### src/rtl/mc_ctrl.sv
// Multi-cycle main control FSM for the MIPS32 datapath: fetch, decode and per-opcode
// sequencing of the shared ALU, memory port, IR, PC and register file.
module mc_ctrl (
  input  logic       clk,
  input  logic       rst_n,
  input  logic [5:0] opcode,
  input  logic       zero,
  input  logic       mem_ready,
  output logic       mem_req,
  output logic       iord,
  output logic       mem_write,
  output logic       ir_write,
  output logic       pc_en,
  output logic [1:0] pc_src,
  output logic [1:0] alu_op,
  output logic       alu_src_a,
  output logic [1:0] alu_src_b,
  output logic       reg_dst,
  output logic       mem_to_reg,
  output logic       reg_write,
  output logic       instr_done,
  output logic       illegal
);

  localparam logic [5:0] OpR    = 6'b000000;
  localparam logic [5:0] OpLw   = 6'b100011;
  localparam logic [5:0] OpSw   = 6'b101011;
  localparam logic [5:0] OpBeq  = 6'b000100;
  localparam logic [5:0] OpJ    = 6'b000010;
  localparam logic [5:0] OpAddi = 6'b001000;

  typedef enum logic [3:0] {
    StRst, StFetch, StDecode, StMemAdr, StMemRd, StMemWb, StMemWr,
    StExec, StAluWb, StBranch, StJump, StAddiEx, StAddiWb
  } state_e;

  state_e state_q, state_d;
  // Opcode is only valid in DECODE, so remember load-vs-store for MEMADR.
  logic   is_store_q, is_store_d;

  always_ff @(posedge clk) begin
    if (!rst_n) begin
      state_q    <= StRst;
      is_store_q <= 1'b0;
    end else begin
      state_q    <= state_d;
      is_store_q <= is_store_d;
    end
  end

  always_comb begin
    state_d    = state_q;
    is_store_d = is_store_q;
    case (state_q)
      StRst:    state_d = StFetch;
      StFetch:  if (mem_ready) state_d = StDecode;
      StDecode: begin
        is_store_d = (opcode == OpSw);
        case (opcode)
          OpR:         state_d = StExec;
          OpLw, OpSw:  state_d = StMemAdr;
          OpBeq:       state_d = StBranch;
          OpJ:         state_d = StJump;
          OpAddi:      state_d = StAddiEx;
          default:     state_d = StFetch;
        endcase
      end
      StMemAdr: state_d = is_store_q ? StMemWr : StMemRd;
      StMemRd:  if (mem_ready) state_d = StMemWb;
      StMemWr:  if (mem_ready) state_d = StFetch;
      StExec:   state_d = StAluWb;
      StAddiEx: state_d = StAddiWb;
      StMemWb, StAluWb, StBranch, StJump, StAddiWb: state_d = StFetch;
      default:  state_d = StRst;
    endcase
  end

  always_comb begin
    mem_req    = 1'b0;
    iord       = 1'b0;
    mem_write  = 1'b0;
    ir_write   = 1'b0;
    pc_en      = 1'b0;
    pc_src     = 2'b00;
    alu_op     = 2'b00;
    alu_src_a  = 1'b0;
    alu_src_b  = 2'b00;
    reg_dst    = 1'b0;
    mem_to_reg = 1'b0;
    reg_write  = 1'b0;
    instr_done = 1'b0;
    illegal    = 1'b0;
    case (state_q)
      StFetch: begin
        mem_req   = 1'b1;
        alu_src_b = 2'b01;
        ir_write  = mem_ready;
        pc_en     = mem_ready;
      end
      StDecode: begin
        alu_src_b = 2'b11;
        illegal   = !(opcode inside {OpR, OpLw, OpSw, OpBeq, OpJ, OpAddi});
      end
      StMemAdr, StAddiEx: begin
        alu_src_a = 1'b1;
        alu_src_b = 2'b10;
      end
      StMemRd: begin
        mem_req = 1'b1;
        iord    = 1'b1;
      end
      StMemWb: begin
        reg_write  = 1'b1;
        mem_to_reg = 1'b1;
        instr_done = 1'b1;
      end
      StMemWr: begin
        mem_req    = 1'b1;
        iord       = 1'b1;
        mem_write  = 1'b1;
        instr_done = mem_ready;
      end
      StExec: begin
        alu_src_a = 1'b1;
        alu_op    = 2'b10;
      end
      StAluWb: begin
        reg_write  = 1'b1;
        reg_dst    = 1'b1;
        instr_done = 1'b1;
      end
      StBranch: begin
        alu_src_a  = 1'b1;
        alu_op     = 2'b01;
        pc_src     = 2'b01;
        pc_en      = zero;
        instr_done = 1'b1;
      end
      StJump: begin
        pc_src     = 2'b10;
        pc_en      = 1'b1;
        instr_done = 1'b1;
      end
      StAddiWb: begin
        reg_write  = 1'b1;
        instr_done = 1'b1;
      end
      default: ;
    endcase
  end

endmodule

### config.mk
export PLATFORM = sky130hd
export DESIGN_NAME = mc_ctrl
export DESIGN_NICKNAME = d
export VERILOG_FILES = /design/src/rtl/mc_ctrl.sv
export SDC_FILE = /design/constraint.sdc
export NUM_CORES = 1
export LEC_CHECK = 0
export ABC_AREA = 1
export ABC_CLOCK_PERIOD_IN_PS = 1900
export BUFFER_PORTS_ARGS = -buffer_cell sky130_fd_sc_hd__buf_2
export CAP_MARGIN = 0
export CORE_AREA = 5 5 42 44
export CTS_BUF_LIST = sky130_fd_sc_hd__clkbuf_4 sky130_fd_sc_hd__clkbuf_8
export DETAILED_ROUTE_END_ITERATION = 6
export DIE_AREA = 0 0 47 49
export PLACE_DENSITY = 0.7
export SETUP_SLACK_MARGIN = 0.15
export SLEW_MARGIN = 20
export SYNTH_ARGS = -nofsm -noshare
export SYNTH_HDL_FRONTEND = slang
export SYNTH_SLANG_ARGS = --single-unit
### constraint.sdc
create_clock -name clk -period 1.9 [get_ports clk]
set_clock_uncertainty 0.2 [all_clocks]
set_input_delay 0.19 -clock clk [delete_from_list [all_inputs] [get_ports clk]]
set_output_delay 0.19 -clock clk [all_outputs]
set_load 0.01 [all_outputs]
---- Word-level counts from Yosys, hierarchy flattened ----
Cells that the tools add are included.
Widths: inputs -> output; s select.
word-level totals
  flip-flop bits (word level) ............. 5
  input port bits ......................... 10
  output and inout port bits .............. 17
  logic and storage cells ................. 55
operators by class
  equality and inequality tests ........... 20
  muxes and demuxes ....................... 20
  reductions and logical operators ........ 13
operator list
  cell                number
  $pmux 4 s8          1
  $eq 4x4->1 const B  5
  $pmux 4 s5          1
  $eq 4x3->1 const B  4
  $eq 6x6->1 const B  2
  $mux 4              3
  $mux 1              9
  $eq 4x2->1 const B  2
  $pmux 2 s2          2
  $eq 6x2->1 const B  1
  $eq 6x3->1 const B  1
  $eq 6x4->1 const B  1
  $logic_not 6->1     1
  $ne 2x2->1 const B  3
  $pmux 2 s3          1
  $reduce_bool 6->1   1
  $reduce_or 2->1     3
  $reduce_or 3->1     2
  $reduce_or 6->1     1
  $reduce_or 5->1     1
  $eq 4x1->1 const B  1
  $logic_not 4->1     1
  $reduce_or 4->1     1
  $pmux 1 s3          1
  4 further kinds     4

---- Logic depth before layout (Yosys ltp) ----
  word-level depth ........................ 4
  depth in mapped cells ................... 8
  gate-level depth less buffers ........... 8

---- Worst setup path before layout ----
No wires, ideal clock.
  path type ............................... register to output
  start ................................... register state_q[3]
  end ..................................... output port instr_done
  arrival ................................. 1,145 ps
  required time ........................... 1,510 ps
  path slack .............................. 365 ps
  stages on the path, launching flop included .. 7
  buffers on the path ..................... 0
  cell sequence ........................... dfxtp_1 > inv_1 > nor2_1 > inv_1 > nor2_1 > nor3_1 > o21ai_1
on the way
  word-level cells in the longest chain between the ends .. 3
  elaborated cells on any way between the ends .. 8
  those cells by class .................... eq/ne (6); mux (1); reduce/logical (1)
RTL lines
  what                                             RTL line  RTL
  start, declared                                  37        state_e state_q, state_d;
  start signal, assigned                           43        state_q <= StRst;
  start signal, assigned                           46        state_q <= state_d;
  $eq 4x4->1 / $eq 4x3->1 (equally long branches)  93        case (state_q)
  $reduce_or 5->1 (no source line)                 -
  $pmux 1 s2 *                                     93
  end, declared                                    21        output logic instr_done,
Mark *: on every way between the ends. The rest lies on a longest branch, timed or not.

---- Final worst setup path ----
  start ................................... register state_q[2]
  end ..................................... output port instr_done
The elaborated chain is that of the path after synthesis.

==> summary.md <==
| Metric | Value |
|---|---|
| Clock-pin slew on the worst setup and hold paths | 0.04 ns |
| Post-Place Cell Area | 656.9 sq um |
| Period minus WS final | 1.717 ns |
| CTS tree | done |
| Max_cap viols | 0 |
| Die width | 47 um |
| FF-to-FF path depth | 9 |
| Initial Util | 36.70% |
| Maximum operating frequency | 0.5823 GHz |
| Nets | 136 |
| Final non-filler cell total | 141 |
| Core area | 1401 sq um |
| Final GP Congestion | 0.9081 |
| DP Cell Count | 134 |
| First-pass GRT wire length | 2.553 mm |
| Number of I/O port buffers | 26 |
| Clk Tree Root Cell | clkbuf_4 |
| DR vias/cell | 4.858 |
| Power, Total | 540.7 uW |
| Clk_lat worst skew | 0.23 ns |
| CP Capture Type | primary output |
| Worst-Margin Slew | 0.2490 ns |
| H-tree depth | 1 |
| RR Endpoint | state_q[0] |
| Syn_nets | 103 |
| GRT Overall Usage | 14.37% |
| Worst hold path type | input port to register |
| Setup WS post-layout | 0.1827 ns |
| Aggregate global routing overflow | 0 |
| Netlist Area Pre-Place | 514.2 sq um |
| End point of the critical path | instr_done |
| Period utilisation layout | 90.38% |
| CP startpoint | state_q[2] |
| Dpl ws | 0.2803 ns |
| Wire per inst | 11.10 um |
| Final ANT Viol Nets | 0 |
| Post-Synthesis Cells | 93 |
| RSZ-0062 raised after global routing | true |
| Reg2Reg Setup Slack | 0.38 ns |
| Initial antenna violation count | 0 |
| R2r startpoint | state_q[0] |
| CTS Buf Count | 3 |
| Max_slew headroom | 83.34% |
| Critical path startpoint category | register |
| Hold_ws | 0.06305 ns |
| Die Area | 2303 sq um |
| Design Area, Final | 773.2 sq um |
| Setup TNS | 0 ns |
| Synth Register Bits | 5 |
| YS warnings | 0 |
| Setup Viol. Count Final | 0 |
| Worst-path fanout max | 5 |
| Longest Clk Path Bufs | 2 |
| Worst setup path class | register to primary output |
| Residual DRC | 0 |
| Final Util | 55.18% |
| Area delta synth->final | 50.37% |
| First-pass DRT Iterations | 4 |
| Peak supply drop | 0.4274 mV |
| Iteration-0 DRC Markers | 11 |
| Clk sinks | 5 |
| Max Slew Vio Count | 0 |
| Critical path required time | 1.51 ns |
| Sequential area share after synthesis | 19.46% |
| Arrival @ worst endpoint | 1.33 ns |
| Die extent in y | 49 um |
| Number of global-route vias before repair | 644 |
| Std-Cell Rows | 14 |
| Hold Vio Cnt, Final | 0 |
| Post-Route WL | 1.565 mm |
| Dpl hpwl | 1.264 mm |
| Io pins | 27 |
| ANT cells | 0 |
| Leakage power | 0.4306 nW |
| Pwr/cell area | 699.3 nW/um^2 |
| Status | complete, no violations |
| Via count | 685 |
| Largest net degree at the start of global routing | 7 |
| Share of post-route cells with drive strength above 1 | 48.00% |
| Mean area per synthesized cell | 5.529 sq um |
| Synth cell types | 19 |
==> per-layer routing <==
| layer | share of wire [%] | global-route usage (%) |
|---|---|---|
| met1 | 42 | 16.92 |
| met2 | 54 | 23.76 |
| met3 | 4.3 | 2.583 |
| met5 | 0 | 0 |
| met4 | 0 | 6.912 |
==> worst min-delay path by stage <==
stage,cells after the start,to,startpoint
CTS,3,is_store_q,opcode[3]
finish,3,is_store_q,opcode[3]
global route,3,is_store_q,opcode[3]
floorplan,2,is_store_q,opcode[3]
detailed placement,2,is_store_q,is_store_q
global placement,2,is_store_q,is_store_q
==> sequential cells by signal (all words and copies together) (netlist names) <==
name and cells:
state_q 4, is_store_q 1
==> cell families after synthesis <==
family          count (synthesis)  share of synthesized area, %
buf+inv                        19                         14.60
compound gates                 14                         17.76
simple gates                   55                         48.17
flops                           5                         19.47
==> Yosys cell counts <==
| cell type | n | share of area, % |
|---|---|---|
| buf_4 | 1 | 1.5 |
| nand2_1 | 22 | 16 |
| o21ai_1 | 1 | 0.97 |
| o211ai_1 | 1 | 1.5 |
| nor2_2 | 3 | 3.7 |
| nand4_1 | 2 | 2.4 |
| nor2_4 | 2 | 4.4 |
| dfxtp_1 | 5 | 19 |
| o21ai_2 | 1 | 1.7 |
| nor2_1 | 15 | 11 |
| a211o_1 | 1 | 1.7 |
| o21ai_0 | 3 | 2.9 |
| nor3_1 | 2 | 1.9 |
| nand3_1 | 9 | 8.8 |
| inv_2 | 5 | 3.7 |
| a21oi_2 | 1 | 1.7 |
| inv_1 | 13 | 9.5 |
| o211ai_2 | 1 | 2.4 |
| a21oi_1 | 5 | 4.9 |
==> timing repair <==
action / CTS / global route
pin swaps: 1 / 3
resized for setup: 11 / 13
hold buffers: 0 / 0
setup endpoints to repair: 5 / 5
setup buffers: 2 / 1
gates cloned: 0 / 0
==> critical path, cell delays in order, from the launching register on <==
cell and delay, ns:
dfxtp_4 0.39, inv_4 0.05, nor2_4 0.12, inv_2 0.07, nor2_4 0.13, a21oi_2 0.04, inv_2 0.06, nor3_2 0.03
o21ai_1 0.06, buf_2 0.14
==> layout make-up <==
type / instances / area [sq um]
Sequential cell: 5 / 112.6
Tap cell: 16 / 20.02
Multi-Input combinational cell: 69 / 382.9
Fill cell: 145 / 628.1
Timing Repair Buffer: 29 / 152.6
Inverter: 18 / 75.07
Clock buffer: 4 / 30.03
==> report_power, final <==
| part | total, mW | switching [mW] | internal (mW) |
|---|---|---|---|
| registers | 0.146 | 0.0257 | 0.120 |
| logic | 0.265 | 0.164 | 0.101 |
| clock network | 0.130 | 0.0365 | 0.0932 |
| total | 0.541 | 0.227 | 0.314 |
==> cells in the final DEF (no fill, tap or decap), drive strengths merged <==
master and n:
nand3 9, a21oi 6, dfxtp 5, o21ai 5, nor3 2, nand4 2, nor2 20, clkbuf 4
a211o 1, o211ai 2, buf 29, nand2 22, inv 18
No activity file was read; power rests on OpenSTA's default activity.
